===== config.mk =====
export PLATFORM = sky130hd
export DESIGN_NAME = data_mem_store_unit
export DESIGN_NICKNAME = d
export VERILOG_FILES = /design/src/rtl/mips_mem_pkg.sv /design/src/rtl/data_mem_store_unit_store_queue.sv /design/src/rtl/data_mem_store_unit.sv
export SDC_FILE = /design/constraint.sdc
export NUM_CORES = 1
export LEC_CHECK = 0
export BUFFER_PORTS_ARGS = -buffer_cell sky130_fd_sc_hd__buf_2
export CORE_MARGIN = 2
export CORE_UTILIZATION = 40
export CTS_CLUSTER_SIZE = 20
export DETAILED_ROUTE_END_ITERATION = 10
export GPL_ROUTABILITY_DRIVEN = 0
export GPL_TIMING_DRIVEN = 0
export PLACE_DENSITY = 0.62
export SLEW_MARGIN = 20
export SYNTH_ARGS = -nofsm -noshare
export SYNTH_HDL_FRONTEND = slang
export SYNTH_SLANG_ARGS = --single-unit

===== constraint.sdc =====
create_clock -name clk -period 5.4 [get_ports clk]
set_input_delay 0.81 -clock clk [delete_from_list [all_inputs] [get_ports clk]]
set_output_delay 0.81 -clock clk [all_outputs]
set_load 0.03 [all_outputs]

===== src/rtl/mips_mem_pkg.sv =====
// Shared definitions for the data-memory load/store path: opcodes, store
// queue entry layout, store FSM encoding and the byte-lane merge helper.
package mips_mem_pkg;

    localparam logic [5:0] OP_LB  = 6'h20;
    localparam logic [5:0] OP_LH  = 6'h21;
    localparam logic [5:0] OP_LW  = 6'h23;
    localparam logic [5:0] OP_LBU = 6'h24;
    localparam logic [5:0] OP_LHU = 6'h25;
    localparam logic [5:0] OP_SB  = 6'h28;
    localparam logic [5:0] OP_SH  = 6'h29;
    localparam logic [5:0] OP_SW  = 6'h2B;

    typedef struct packed {
        logic [29:0] word_addr;
        logic [3:0]  mask;
        logic [31:0] data;
    } store_entry_t;

    // Store drain FSM encoding, kept as plain constants for legacy compatibility.
    typedef logic [1:0] state_t;
    localparam state_t ST_IDLE  = 2'd0;
    localparam state_t ST_READ  = 2'd1;
    localparam state_t ST_WRITE = 2'd2;

    // Lane k (bits [8k+7:8k]) comes from new_word where mask[k] is set.
    function automatic logic [31:0] lane_merge(input logic [31:0] old_word,
                                               input logic [31:0] new_word,
                                               input logic [3:0]  mask);
        logic [31:0] result;
        result = old_word;
        for (int k = 0; k < 4; k++) begin
            if (mask[k]) result[8*k +: 8] = new_word[8*k +: 8];
        end
        return result;
    endfunction

endpackage


===== src/rtl/data_mem_store_unit_store_queue.sv =====
// In-order FIFO of posted stores. The entry array and per-slot valid bits are
// exported so the parent can compare every pending address against loads.
module store_queue
    import mips_mem_pkg::*;
#(
    parameter int DEPTH = 2,
    localparam int PTR_W = $clog2(DEPTH)
) (
    input  logic                clk,
    input  logic                reset,
    input  logic                push,
    input  store_entry_t        push_entry,
    input  logic                pop,
    output store_entry_t        head,
    output store_entry_t        entries [DEPTH],
    output logic [DEPTH-1:0]    valid,
    output logic [PTR_W:0]      count,
    output logic                full,
    output logic                empty
);

    logic [PTR_W-1:0] wr_ptr;
    logic [PTR_W-1:0] rd_ptr;
    logic             do_push;
    logic             do_pop;

    assign full    = (count == (PTR_W+1)'(DEPTH));
    assign empty   = (count == '0);
    assign do_push = push && !full;
    assign do_pop  = pop && !empty;
    assign head    = entries[rd_ptr];

    always_ff @(posedge clk or posedge reset) begin
        if (reset) begin
            wr_ptr <= '0;
            rd_ptr <= '0;
            count  <= '0;
        end else begin
            if (do_push) wr_ptr <= wr_ptr + PTR_W'(1);
            if (do_pop)  rd_ptr <= rd_ptr + PTR_W'(1);
            case ({do_push, do_pop})
                2'b10:   count <= count + (PTR_W+1)'(1);
                2'b01:   count <= count - (PTR_W+1)'(1);
                default: count <= count;
            endcase
        end
    end

    // NOTE: the entry storage has no reset; slots are only observed through
    // valid, which is derived from the reset pointers and count.
    always_ff @(posedge clk) begin
        if (do_push) entries[wr_ptr] <= push_entry;
    end

    // A slot is live when its distance from the read pointer is below count.
    always_comb begin
        valid = '0;
        for (int i = 0; i < DEPTH; i++) begin
            logic [PTR_W-1:0] offset;
            offset   = PTR_W'(i) - rd_ptr;
            valid[i] = ({1'b0, offset} < count);
        end
    end

endmodule


===== src/rtl/data_mem_store_unit.sv =====
// Posted store unit: decodes SB/SH/SW, queues them and drains each one into
// word-addressed memory, read-modify-writing sub-word stores.
module data_mem_store_unit
    import mips_mem_pkg::*;
#(
    parameter int QUEUE_DEPTH = 2,
    parameter int ADDR_W      = 32
) (
    input  logic              clk,
    input  logic              reset,
    input  logic              req_valid,
    output logic              req_ready,
    input  logic [5:0]        req_opcode,
    input  logic [ADDR_W-1:0] req_address,
    input  logic [31:0]       req_data,
    output logic [ADDR_W-1:0] mem_address,
    output logic              mem_read,
    input  logic [31:0]       mem_rdata,
    output logic              mem_write,
    output logic [31:0]       mem_wdata,
    input  logic [ADDR_W-1:0] chk_address,
    output logic              chk_hit,
    output logic              busy,
    output logic              misalign_err
);

    localparam int PTR_W = $clog2(QUEUE_DEPTH);

    state_t             state;
    logic [31:0]        merge_reg;
    store_entry_t       new_entry;
    logic               dec_ok;
    logic               fire;
    logic               q_pop;
    store_entry_t       q_head;
    store_entry_t       q_entries [QUEUE_DEPTH];
    logic [QUEUE_DEPTH-1:0] q_valid;
    logic [PTR_W:0]     q_count;
    logic               q_full;
    logic               q_empty;
    logic [ADDR_W-1:0]  head_byte_addr;

    // NOTE: every always_comb output gets a default first so no latch is inferred.
    always_comb begin
        dec_ok              = 1'b0;
        new_entry.word_addr = 30'(req_address[ADDR_W-1:2]);
        new_entry.mask      = 4'b0000;
        new_entry.data      = req_data;
        case (req_opcode)
            OP_SB: begin
                dec_ok         = 1'b1;
                new_entry.mask = 4'b0001 << req_address[1:0];
                new_entry.data = {4{req_data[7:0]}};
            end
            OP_SH: begin
                dec_ok         = !req_address[0];
                new_entry.mask = req_address[1] ? 4'b1100 : 4'b0011;
                new_entry.data = {2{req_data[15:0]}};
            end
            OP_SW: begin
                dec_ok         = (req_address[1:0] == 2'b00);
                new_entry.mask = 4'b1111;
            end
            default: dec_ok = 1'b0;
        endcase
    end

    assign req_ready = !q_full;
    assign fire      = req_valid && req_ready;
    assign q_pop     = (state == ST_WRITE);

    store_queue #(.DEPTH(QUEUE_DEPTH)) u_queue (
        .clk        (clk),
        .reset      (reset),
        .push       (fire && dec_ok),
        .push_entry (new_entry),
        .pop        (q_pop),
        .head       (q_head),
        .entries    (q_entries),
        .valid      (q_valid),
        .count      (q_count),
        .full       (q_full),
        .empty      (q_empty)
    );

    // NOTE: sequential state uses non-blocking assignments only.
    always_ff @(posedge clk or posedge reset) begin
        if (reset) begin
            state        <= ST_IDLE;
            merge_reg    <= '0;
            misalign_err <= 1'b0;
        end else begin
            misalign_err <= fire && !dec_ok;
            case (state)
                ST_IDLE: begin
                    if (!q_empty) state <= (q_head.mask == 4'b1111) ? ST_WRITE : ST_READ;
                end
                ST_READ: begin
                    merge_reg <= mem_rdata;
                    state     <= ST_WRITE;
                end
                ST_WRITE: state <= ST_IDLE;
                default:  state <= ST_IDLE;
            endcase
        end
    end

    assign head_byte_addr = ADDR_W'({q_head.word_addr, 2'b00});
    assign mem_read       = (state == ST_READ);
    assign mem_write      = (state == ST_WRITE);
    assign mem_address    = (mem_read || mem_write) ? head_byte_addr : '0;
    assign mem_wdata      = mem_write ? lane_merge(merge_reg, q_head.data, q_head.mask) : '0;
    assign busy           = (q_count != '0) || (state != ST_IDLE);

    // Word-granular match against every live entry; byte masks are ignored.
    always_comb begin
        chk_hit = 1'b0;
        for (int i = 0; i < QUEUE_DEPTH; i++) begin
            if (q_valid[i] &&
                (((ADDR_W'({q_entries[i].word_addr, 2'b00}) ^ chk_address) >> 2) == '0))
                chk_hit = 1'b1;
        end
    end

endmodule


After elaboration in Yosys (flattened, before gate mapping)
Cells that the tools add are included.
{ "word_totals": {"reg_bits": 171, "input_bits": 137, "out_inout_bits": 70} }
{ "classes": {"muxes": 22, "shifts": 1, "eq_ne": 10, "magnitude_cmp": 5, "addsub": 6, "n_bitwise": 4, "n_reduce_logical": 22} }
{ "ops": {"columns": ["operator", "n"], "rows": [
  ["66-bit two-way mux", 4],
  ["132-bit bitwise mux", 1],
  ["66-bit demux with 1-bit select", 1],
  ["32-bit zero test", 2],
  ["32-bit two-way mux", 2],
  ["32-bit case mux with 2 select lines", 1],
  ["32-bit bitwise XOR", 2],
  ["8-bit two-way mux", 4],
  ["6-bit equality test (second input constant)", 3],
  ["4-bit case mux with 3 select lines", 1],
  ["1-bit logical AND", 8],
  ["2-bit case mux with 2 select lines", 2],
  ["2-bit equality test (second input constant)", 3],
  ["2-bit zero test", 3],
  ["2-bit nonzero test", 3],
  ["2-bit by 1-bit equality test with 1-bit output (second input constant)", 2],
  ["4-bit equality test (second input constant)", 1],
  ["2-bit greater-or-equal comparator (second input constant)", 2],
  ["1-bit zero test", 4],
  ["1-bit by 2-bit less-than comparator with 1-bit output", 2],
  ["2-bit two-way mux", 2],
  ["4-bit two-way mux", 1],
  ["1-bit inverter with 2-bit output", 2],
  ["1-bit by 2-bit left shift with 4-bit output (first input constant)", 1],
  ["other kinds (9)", 13]
]} }

Logic depth before layout (Yosys ltp)
Gate-level depths: netlist of the first run.
{ "depth": {"word_depth": 8, "mapped_depth": 8} }

Cells and area by module
From an unflattened synthesis of the first run, not the netlist that was laid out.
{ "unflattened": {"hier_cells": 567, "hier_area_um2": 8350.5} }
{ "by_module_without_submodules": {"columns": ["mod", "area_per_inst_um2", "n_inst", "cells_each", "seq_area_each_um2"], "rows": [
  ["store_queue", 5061.1, 1, 229, 4063.9],
  ["data_mem_store_unit", 3289.4, 1, 338, 875.8]
]} }

Least setup slack after synthesis of the first run
Ideal clock, no wire load.
{ "synth_path": {"path_kind": "input-to-reg", "startpoint": "input req_opcode[4]", "endpoint": "register u_queue.entries[0] in the netlist's numbering, enable pin", "setup_slack_ns": 0.619, "arrival_time_ns": 4.291, "stages": 5, "path_cell_list": "and4bb_2 -> o21ai_1 -> a21oi_2 -> nand3_2 -> nor2_1"} }
{ "synth_via": {"elab_chain_len": 4} }
{ "synth_rtl": {"columns": ["element", "line", "rtl"], "rows": [
  ["start, declared", "data_mem_store_unit.sv:13", "input logic [5:0] req_opcode,"],
  ["6-bit equality test", "data_mem_store_unit.sv:49", "case (req_opcode)"],
  ["1-bit case mux with 3 select lines (*)", "data_mem_store_unit.sv:49", null],
  ["1-bit logical AND (*)", "data_mem_store_unit.sv:75", ".push (fire && dec_ok),"],
  ["1-bit logical AND (*)", "data_mem_store_unit_store_queue.sv:29", "assign do_push = push && !full;"],
  ["end signal, assigned by index", "data_mem_store_unit_store_queue.sv:52", "if (do_push) entries[wr_ptr] <= push_entry;"],
  ["end, declared", "data_mem_store_unit_store_queue.sv:15", "output store_entry_t entries [DEPTH],"]
]} }
Every way passes the cells marked *; elsewhere a longest branch is shown, timed or not.
A chain may end at the register's enable or synchronous reset.

Worst setup path after layout of the first run
{ "layout_path": {"startpoint": "input chk_address[29]", "endpoint": "output chk_hit"} }
{ "layout_via": {"elab_chain_len": 5} }
{ "layout_rtl": {"columns": ["element", "line", "rtl"], "rows": [
  ["start, declared", "data_mem_store_unit.sv:21", "input logic [ADDR_W-1:0] chk_address,"],
  ["32-bit bitwise XOR", "data_mem_store_unit.sv:120", "(((ADDR_W'({q_entries[i].word_addr, 2'b00}) ^ chk_address) >> 2) == '0))"],
  ["32-bit zero test", "data_mem_store_unit.sv:120", null],
  ["1-bit logical AND", "data_mem_store_unit.sv:119", "if (q_valid[i] &&"],
  ["1-bit two-way mux", "data_mem_store_unit.sv:119", null],
  ["1-bit two-way mux (*)", "data_mem_store_unit.sv:119", null],
  ["end, declared", "data_mem_store_unit.sv:22", "output logic chk_hit,"]
]} }
Marked as above.

==> flow_summary.yaml, run 1 <==
run_status:
  status: "completed"
die:
  die_h_um: 146.4
  io_pins: 207
  dieArea_um2: 21420
  core_um2: 20040
  start_util_pct: 40.45
  fp-row-count: 52
  fp.dieW_um: 146.4
clock_tree:
  post_cts_resized: 0
  cts_root_buf: "clkbuf_16"
  cts_tree: "yes"
  post-cts-setup-buffer-count: 0
  cts_hold_buf: 0
  clock_sinks: 171
  numCtsBuffers: 17
  clock_latency_ns: 0.43
  cts_max_level: 4
  clk_pin_slew_worst_paths_ns: 0.07
  cts_max_path_buffers: 2
worst_setup_path:
  r2r_cells: 5
  end_kind: "output pin"
  cp.arrival_ns: 2.49
  crit_path_start_kind: "input pin"
  critPathMaxFanout: 2
  path_class: "in2out"
  cp.required_ns: 4.59
sta:
  max_freq_ghz: 0.3030
  worst_pin_slew_ns: 0.7026
  slew_headroom_pct: 53.05
  hold_viol_final: 0
  setup_viol: 0
  maxSlewViolCount: 0
  skew_ns: 0.007466
  rsz0062_at_grt: "no"
  min_period_over_period_pct: 61.13
  hold_ws_ns: 0.3962
  period_minus_slack_ns: 3.301
detailed_routing:
  ant_nets: 0
  detail_route.wl_per_cell_um: 18.98
  num_vias: 5396
  route.detailed.drc: 0
  drt_pass1_iterations: 4
  drt_iter0_drc: 224
  drt-vias-per-instance: 5.029
  routed_wl_um: 20360
power:
  p_leak_nw: 4.549
  p_seq_share_pct: 34.5
  p_sw_mw: 1.884
  power_density_nw_per_um2: 474.0
  p_int_mw: 2.965
  max-vdd-ir-drop_mv: 0.2117
  switching_share_pct: 38.85
  clock_power_share_pct: 24.7
  p_comb_share_pct: 40.8
synth:
  yosysSeqAreaShare_pct: 60.94
  ys_ff_latch: 171
  synth_cells: 561
  yosysWarnings: 0
  synth-main-ff-cell: "edfxtp_1"
  syn_area_um2: 8107
  ys_types: 37
  yosysTopAreaCell: "edfxtp_1"
  yosys.area.top_type_share_pct: 48.90
  synthArstFlopShare_pct: 22.81
  synth_edf_count: 132
  postSynthAreaPerCell_um2: 14.45
  synth.area.top_cells: "edfxtp_1 49%, dfrtp_1 12%, mux2i_1 8.6%, mux2_2 5.0%, xnor2_1 4.0%"
global_routing:
  grtUsageTotal_pct: 19.12
  antenna_found_initial: 0
  grt-ovfl-total: 0
  grt_pass1_wl_um: 31080
  grt_pass1_vias: 5678
  grt_max_degree: 23
finish:
  largest_reg_flops: 132
  drive_above_1_share_pct: 38.98
  nets: 931
  multi_input_area_um2: 2995
  fin_util_pct: 51.06
  seqCellArea_um2: 4940
  design_area_um2: 10230
  final_cells: 1073
  synthToLayoutAreaGrowth_pct: 26.21
  fillers: 1808
  diodes: 0
job:
  maxCapViolations: 0
placed_design:
  port_buffers: 202
  hpwl_um: 15890
  place_area_um2: 9634
  place.detailed.instances: 1041
hold_path:
  hp-class: "in2async"
worst max-delay path, stage by stage:
cell and delay [ns]:
buf_2 0.12, xnor2_1 0.23, nand4_1 0.17, nor3_1 0.44, nand3_1 0.15, o41ai_2 0.31
buf_2 0.26
synthesized netlist by cell type (9+ instances only):
| cell | n |
|---|---|
| o21ai_0 | 12 |
| xnor2_1 | 37 |
| nand4_1 | 9 |
| mux2_2 | 36 |
| nand2_1 | 43 |
| dfrtp_1 | 39 |
| nor2b_1 | 33 |
| mux2i_1 | 70 |
| xor2_1 | 28 |
| edfxtp_1 | 132 |
| o211a_1 | 32 |
final cells by class:
cell class                      count  share of cell area (%)
Tap cell                          270                   3.302
Buffer                             28                   1.639
Clock buffer                       17                   4.158
Sequential cell                   171                   48.28
Multi-Input combinational cell    357                   29.28
Clock inverter                     15                   1.675
Timing Repair Buffer              209                   11.45
Inverter                            6                  0.2201
final timing paths:
| kind | to | startpoint | slack [ns] |
|---|---|---|---|
| worst min-delay path | merge_reg[26] | reset | 0.40 |
| worst max-delay path | chk_hit | chk_address[29] | 2.10 |
| worst min register to register | merge_reg[25] | merge_reg[25] | 0.51 |
| max in group asynchronous | merge_reg[10] | reset | 4.52 |
| min in group clk | merge_reg[25] | merge_reg[25] | 0.51 |
| worst max register to register | u_queue.entries[67] | u_queue.count[0] | 3.22 |
placed cells by master (no fill, tap or decap), types with 2 or more instances in the layout:
cell       instances
clkinv_4           4
buf_4              8
buf_2            210
nor4_1             7
nor2_1             6
buf_16             4
nor2b_1           33
ha_1               4
buf_8              2
edfxtp_1         132
xor2_1            28
mux2i_1           70
inv_8              4
clkbuf_16         17
clkbuf_1           8
nand4_1            9
nand3_1            2
o211a_1           32
mux2_1             8
nor2_4             2
o21ai_0           12
inv_1              5
xnor2_1           37
clkinv_8           4
mux2_4             8
a21oi_1            5
mux2_2            36
buf_6              3
nor3_1             2
conb_1             2
dfrtp_1           39
nand2_1           43
inv_6              3
power by group through the flow:
| stage | registers, mW | clock network, mW | logic [mW] |
|---|---|---|---|
| 2_1_floorplan | 1.68 | 0 | 1.43 |
| 3_3_place_gp | 1.69 | 0 | 1.97 |
| 3_5_place_dp | 1.70 | 0 | 2.00 |
| 4_1_cts | 1.67 | 1.23 | 2.00 |
| 5_1_grt | 1.69 | 1.28 | 2.11 |
| 6_report | 1.67 | 1.20 | 1.98 |
metal layers:
metal  share of wire (%)  vias up  track usage, %  wire length, um
met4                 1.7        0           6.068              345
met2                  50      217           33.92            10210
met5                   0        -               0                0
li1                    -     2527               -                -
met3                 6.3       25           4.094             1277
met1                  42     2627           23.34             8533
cell families (layout without fill, tap and decap cells):
logic type               after synthesis  after routing  share of synthesized area [%]
adder cells (fa/ha/maj)                4              4                         0.6174
AND/OR/NAND/NOR                      109            109                          7.131
AO/OA/AOI/OAI                         55             55                          5.665
XOR/XNOR                              65             65                          7.023
multiplexers                         122            122                          16.24
buffers and inverters                 34            275                          2.346
flip-flops                           171            171                          60.94
other                                  1              2                        0.04626
metrics by stage:
step | worst slack (ns) | power [mW] | setup TNS (ns)
CTS | 2.096 | 4.908 | 0
global placement | -1.395 | 3.657 | -182.02
floorplan | 0.6186 | 3.101 | 0
detailed placement | 2.100 | 3.697 | 0
finish | 2.099 | 4.850 | 0
global route | 2.044 | 5.085 | 0
(Power assumes the default switching activity.)
==> run 2, diff against run 1 <==
ABC_AREA = 1   (was default)
PLACE_DENSITY = 0.64   (was 0.62)
clock period = 2.7 ns   (was 5.4 ns; I/O delays follow)
==> run 2 against run 1 <==
Power rose by 100%. Die area up 0.42%. Via count grew 26%. Routed wire length up 14%. Clock skew is 0.0054 ns higher. Critical endpoint is now mem_address[16]. Clock power up 110%.
==> flow_summary.yaml, run 2 <==
synth:
  syn_area_um2: 8142
  synth_most_common_cell: "nand2_1"
  yosysSeqAreaShare_pct: 60.67
  synth_cells: 887
  yosys.area.top_type_share_pct: 48.69
  synth.area.top_cells: "edfxtp_1 49%, nand2_1 16%, dfrtp_1 12%, o21ai_0 4.7%, inv_1 4.2%"
  yosysTopAreaCell: "edfxtp_1"
  synthTopCellsByCount: "339 x nand2_1, 132 x edfxtp_1, 92 x inv_1"
  yosysWarnings: 0
  synth-main-ff-cell: "edfxtp_1"
  synthArstFlopShare_pct: 22.81
  postSynthAreaPerCell_um2: 9.179
  ys_ff_latch: 171
  synth_edf_count: 132
  ys_types: 25
global_routing:
  grt_pass1_wl_um: 35760
  antenna_found_initial: 1
  grtUsageTotal_pct: 21.97
  grt-ovfl-total: 0
  grt_max_degree: 32
  grt_pass1_vias: 6647
clock_tree:
  clock_sinks: 171
  clk_pin_slew_worst_paths_ns: 0.08
  cts_max_path_buffers: 2
  cts_root_buf: "clkbuf_16"
  cts_max_level: 4
  numCtsBuffers: 17
  clock_latency_ns: 0.43
  cts_tree: "yes"
detailed_routing:
  detail_route.wl_per_cell_um: 16.58
  routed_wl_um: 23290
  route.detailed.drc: 0
  ant_nets: 0
  drt_iter0_drc: 420
  drt_pass1_iterations: 5
  num_vias: 6784
  drt-vias-per-instance: 4.832
finish:
  multi_input_area_um2: 2709
  seqCellArea_um2: 4940
  final_cell_mix: "339 x nand2_1, 207 x buf_2, 132 x edfxtp_1, 90 x inv_1, 77 x o21ai_0"
  layout_commonest_cell: "nand2_1"
  fillers: 1891
  nets: 1257
  synthToLayoutAreaGrowth_pct: 26.59
  fin_util_pct: 51.26
  drive_above_1_share_pct: 24.00
  largest_reg_flops: 132
sta:
  min_period_over_period_pct: 94.84
  skew_ns: 0.01288
  slew_headroom_pct: 59.12
  max_freq_ghz: 0.3905
  period_minus_slack_ns: 2.561
  rsz0062_at_grt: "yes"
  setup_viol: 0
  maxSlewViolCount: 0
  worst_pin_slew_ns: 0.6133
  hold_viol_final: 0
hold_path:
  hp-class: "in2reg"
worst_setup_path:
  cp.arrival_ns: 2.16
  end_kind: "output pin"
  cp.required_ns: 2.30
  critPathMaxFanout: 10
  path_class: "reg2out"
  crit_path_start_kind: "flop"
die:
  fp.dieW_um: 146.7
  io_pins: 207
  fp-row-count: 52
  dieArea_um2: 21510
  core_um2: 20100
  die_h_um: 146.7
  start_util_pct: 40.50
placed_design:
  port_buffers: 202
  hpwl_um: 17710
run_status:
  status: "completed"
power:
  power_density_nw_per_um2: 955.5
  max-vdd-ir-drop_mv: 0.5781
  power_mw: 9.848
  p_leak_nw: 4.769
job:
  maxCapViolations: 0
run 2: cell count changes after synthesis, sizes merged, moves of 16 or more:
cell   before  now
o21ai      13   77
a21oi       6   22
o211a      32    0
mux2       52    0
mux2i      70    0
xor2       28    4
nand2      44  343
nor2b      33    0
nor2        9   52
inv         6   93
a31oi       1   32
run 2: final cells by class:
class	count	area share [%]
inverters	93	3.424
repair buffers	209	11.22
clock buffers	17	4.128
well taps	270	3.278
multi-input cells	589	26.28
diodes	5	0.1214
flip-flops and latches	171	47.93
clock inverters	15	1.882
plain buffers	35	1.736
run 2: kinds of logic after synthesis:
kind of cell | Yosys count | share of synthesized area [%]
AO/OA/AOI/OAI | 137 | 9.067
XOR/XNOR | 37 | 3.980
adder cells (fa/ha/maj) | 4 | 0.6147
buffers and inverters | 128 | 6.301
flip-flops | 171 | 60.67
other | 1 | 0.04606
AND/OR/NAND/NOR | 409 | 19.32
run 2: what timing repair did:
action / CTS / global route
resized for setup: 5 / 8
setup endpoints to repair: 10 / 14
hold buffers: 1 / 0
setup buffers: 0 / 0
endpoints found under the hold margin: 16 / 0
run 2: where the power goes:
part	total [mW]	internal, mW	switching [mW]	leakage [nW]
Combinational	4.06	1.10	2.96	2.80
Sequential	3.31	3.14	0.167	1.67
Clock	2.48	1.27	1.21	0.300
run 2: critical path, stage by stage (launching register included):
cell and delay [ns]:
dfrtp_1 0.41, inv_1 0.16, buf_4 0.23, clkbuf_1 0.50, a21oi_1 0.19, buf_2 0.23
run 2: through the flow:
| stage | area, um^2 | setup TNS (ns) | std cells | hold WS, ns | setup WS [ns] |
|---|---|---|---|---|---|
| finish | 10310 | 0 | 1404 | 0.1615 | 0.1393 |
| global route | 10290 | -0.0005269 | 1399 | 0.1496 | -0.0005269 |
| CTS | 10280 | 0 | 1399 | 0.1475 | 0.02519 |
| detailed placement | 9641 | 0 | 1366 | 0.4313 | 0.003949 |
| global placement | 9505 | -93.92 | 1360 | 0.4478 | -0.7955 |
| floorplan | 8157 | 0 | 888 | 0.4367 | 0.1898 |
run 2: metal layers:
metal	wire (um)	share of wire [%]	global-route usage, %
met5	13	0.056	0
met4	336	1.4	6.165
met3	1780	7.6	4.031
met2	11280	48	37.23
met1	9878	42	29.02
run 2: path summary, 6_finish.rpt:
kind,from,endpoint,slack (ns),depth (start not counted)
worst max-delay path,u_queue.rd_ptr,mem_address[16],0.14,5
worst min-delay path,req_address[13],u_queue.entries[113],0.16,1
worst max register to register,u_queue.count[0],u_queue.entries[54],0.68,8
worst min register to register,merge_reg[9],merge_reg[9],0.47,2
max in group asynchronous,reset,merge_reg[1],1.69,4
min in group asynchronous,reset,merge_reg[29],0.53,3
==> run 3, diff against run 2 <==
ABC_AREA = default   (was 1)
==> run 3 against run 2 <==
Die area shrank 0.42%. Flip-flop and latch count is the same. Register-to-register slack lost 0.03 ns. Critical path type unchanged. Sequential share of layout area grew 0.35 points. Global-route usage shrank 2.7 points. Via count shrank 21%.
==> flow_summary.yaml, run 3 (synthesis results as in run 1) <==
worst_setup_path:
  worst_path_max_delay_cell: "clkbuf_1"
  critPathMaxFanout: 10
  end_kind: "output pin"
  crit_path_start_kind: "flop"
  path_class: "reg2out"
  r2r_slack_ns: 0.65
  worstPathCellList: "inv_1 > ha_1 > clkbuf_1 > nor2b_1 > buf_2"
  cp.required_ns: 2.30
  cp.arrival_ns: 2.22
  critPathMaxStageDelay_ns: 0.52
finish:
  nets: 931
  layout_commonest_cell: "buf_2"
  fillers: 1803
  design_area_um2: 10230
  drive_above_1_share_pct: 39.35
  diodes: 0
  synthToLayoutAreaGrowth_pct: 26.22
  final_cells: 1073
  largest_reg_flops: 132
  final_cell_mix: "210 x buf_2, 132 x edfxtp_1, 70 x mux2i_1, 43 x nand2_1, 39 x dfrtp_1"
sta:
  worst_pin_slew_ns: 0.7017
  hold_viol_final: 0
  min_period_over_period_pct: 97.41
  maxSlewViolCount: 0
  max_freq_ghz: 0.3802
  period_minus_slack_ns: 2.630
  setup_viol: 0
  rsz0062_at_grt: "no"
  slew_headroom_pct: 53.11
  skew_ns: 0.01266
detailed_routing:
  routed_wl_um: 20320
  ant_nets: 0
  route.detailed.drc: 0
  detail_route.wl_per_cell_um: 18.94
  drt_pass1_iterations: 4
  num_vias: 5347
  drt-vias-per-instance: 4.983
  drt_iter0_drc: 209
placed_design:
  place.detailed.instances: 1040
  hpwl_um: 15740
  place_area_um2: 9617
  port_buffers: 202
clock_tree:
  clock_sinks: 171
  cts_tree: "yes"
  cts_max_level: 4
  cts_max_path_buffers: 2
  cts_root_buf: "clkbuf_16"
  numCtsBuffers: 17
  clk_pin_slew_worst_paths_ns: 0.07
  clock_latency_ns: 0.43
power:
  power_density_nw_per_um2: 952.9
  p_leak_nw: 4.555
  max-vdd-ir-drop_mv: 0.5118
job:
  maxCapViolations: 0
hold_path:
  hp-class: "in2reg"
die:
  fp-row-count: 52
  fp.dieW_um: 146.4
  dieArea_um2: 21420
  io_pins: 207
  die_h_um: 146.4
  core_um2: 20040
  start_util_pct: 40.45
global_routing:
  grt-ovfl-total: 0
  grt_pass1_vias: 5756
  antenna_found_initial: 0
  grt_pass1_wl_um: 31390
  grtUsageTotal_pct: 19.26
  grt_max_degree: 27
run_status:
  status: "completed"
[run 3: cell count changes in the layout (fill, tap and decap cells not counted), sizes merged, moves of 31 or more]
cell   change
a31oi     -31
inv       -85
mux2      +52
mux2i     +70
nand2    -299
nor2      -43
nor2b     +33
o211a     +32
o21ai     -64
[run 3: final timing paths]
kind                                        from                  end  cells past startpoint
worst max-delay path                    state[0]       mem_address[4]                      5
worst min-delay path              req_address[2]  u_queue.entries[36]                      1
worst max register to register  u_queue.count[0]  u_queue.entries[75]                      4
worst min register to register      merge_reg[4]         merge_reg[4]                      1
max in group asynchronous                  reset         merge_reg[6]                      4
min in group asynchronous                  reset        merge_reg[27]                      3
[run 3: worst max-delay path: cells and delay by family, from the launching register on]
kind,cells,cell delay [ns]
and+or+nand+nor,1,0.26
DFF,1,0.38
adders and majority gates,1,0.35
buffers and inverters,3,0.82
[run 3: where the power goes]
group | internal, mW | total, mW | switching (mW) | leakage [nW]
logic | 1.53 | 3.95 | 2.42 | 2.61
clock network | 1.33 | 2.46 | 1.14 | 0.291
registers | 3.16 | 3.34 | 0.183 | 1.65
[run 3: through the flow]
stage	setup TNS, ns	total power, mW	setup slack [ns]	hold slack [ns]	util [%]
floorplan	-76.59	6.204	-0.5803	0.4815	-
global placement	-248.31	7.303	-1.887	0.4899	47.23
detailed placement	0	7.392	0.02944	0.4562	47.99
CTS	0	9.876	0.02935	0.1450	51.05
global route	0	10.24	0.005190	0.1511	51.06
finish	0	9.750	0.07005	0.1689	51.06
[run 3: per-layer routing]
| metal | GRT usage [%] | routed length [um] | vias to the layer above |
|---|---|---|---|
| met5 | 0 | 0 | - |
| met4 | 8.107 | 558 | 0 |
| met3 | 3.906 | 1189 | 28 |
| met2 | 32.57 | 9885 | 216 |
| met1 | 24.22 | 8684 | 2573 |
| li1 | - | - | 2530 |
[run 3: cell type report]
class / instances / area, um^2 / share of cell area, %
sequential: 171 / 4940 / 48.28
multi-input combinational: 357 / 3000 / 29.32
timing repair buffer: 209 / 1164 / 11.37
clock buffer: 17 / 425.4 / 4.158
tap: 270 / 337.8 / 3.302
clock inverter: 15 / 171.4 / 1.675
buffer: 28 / 171.4 / 1.675
inverter: 6 / 22.52 / 0.2201
[run 3: timing repair]
action	4_1_cts	5_1_grt
pin swaps	1	0
hold buffers	1	0
gates resized for setup	2	4
endpoints found under the hold margin	16	0
setup endpoints to repair	4	20
buffers inserted	0	0
cloned	0	0
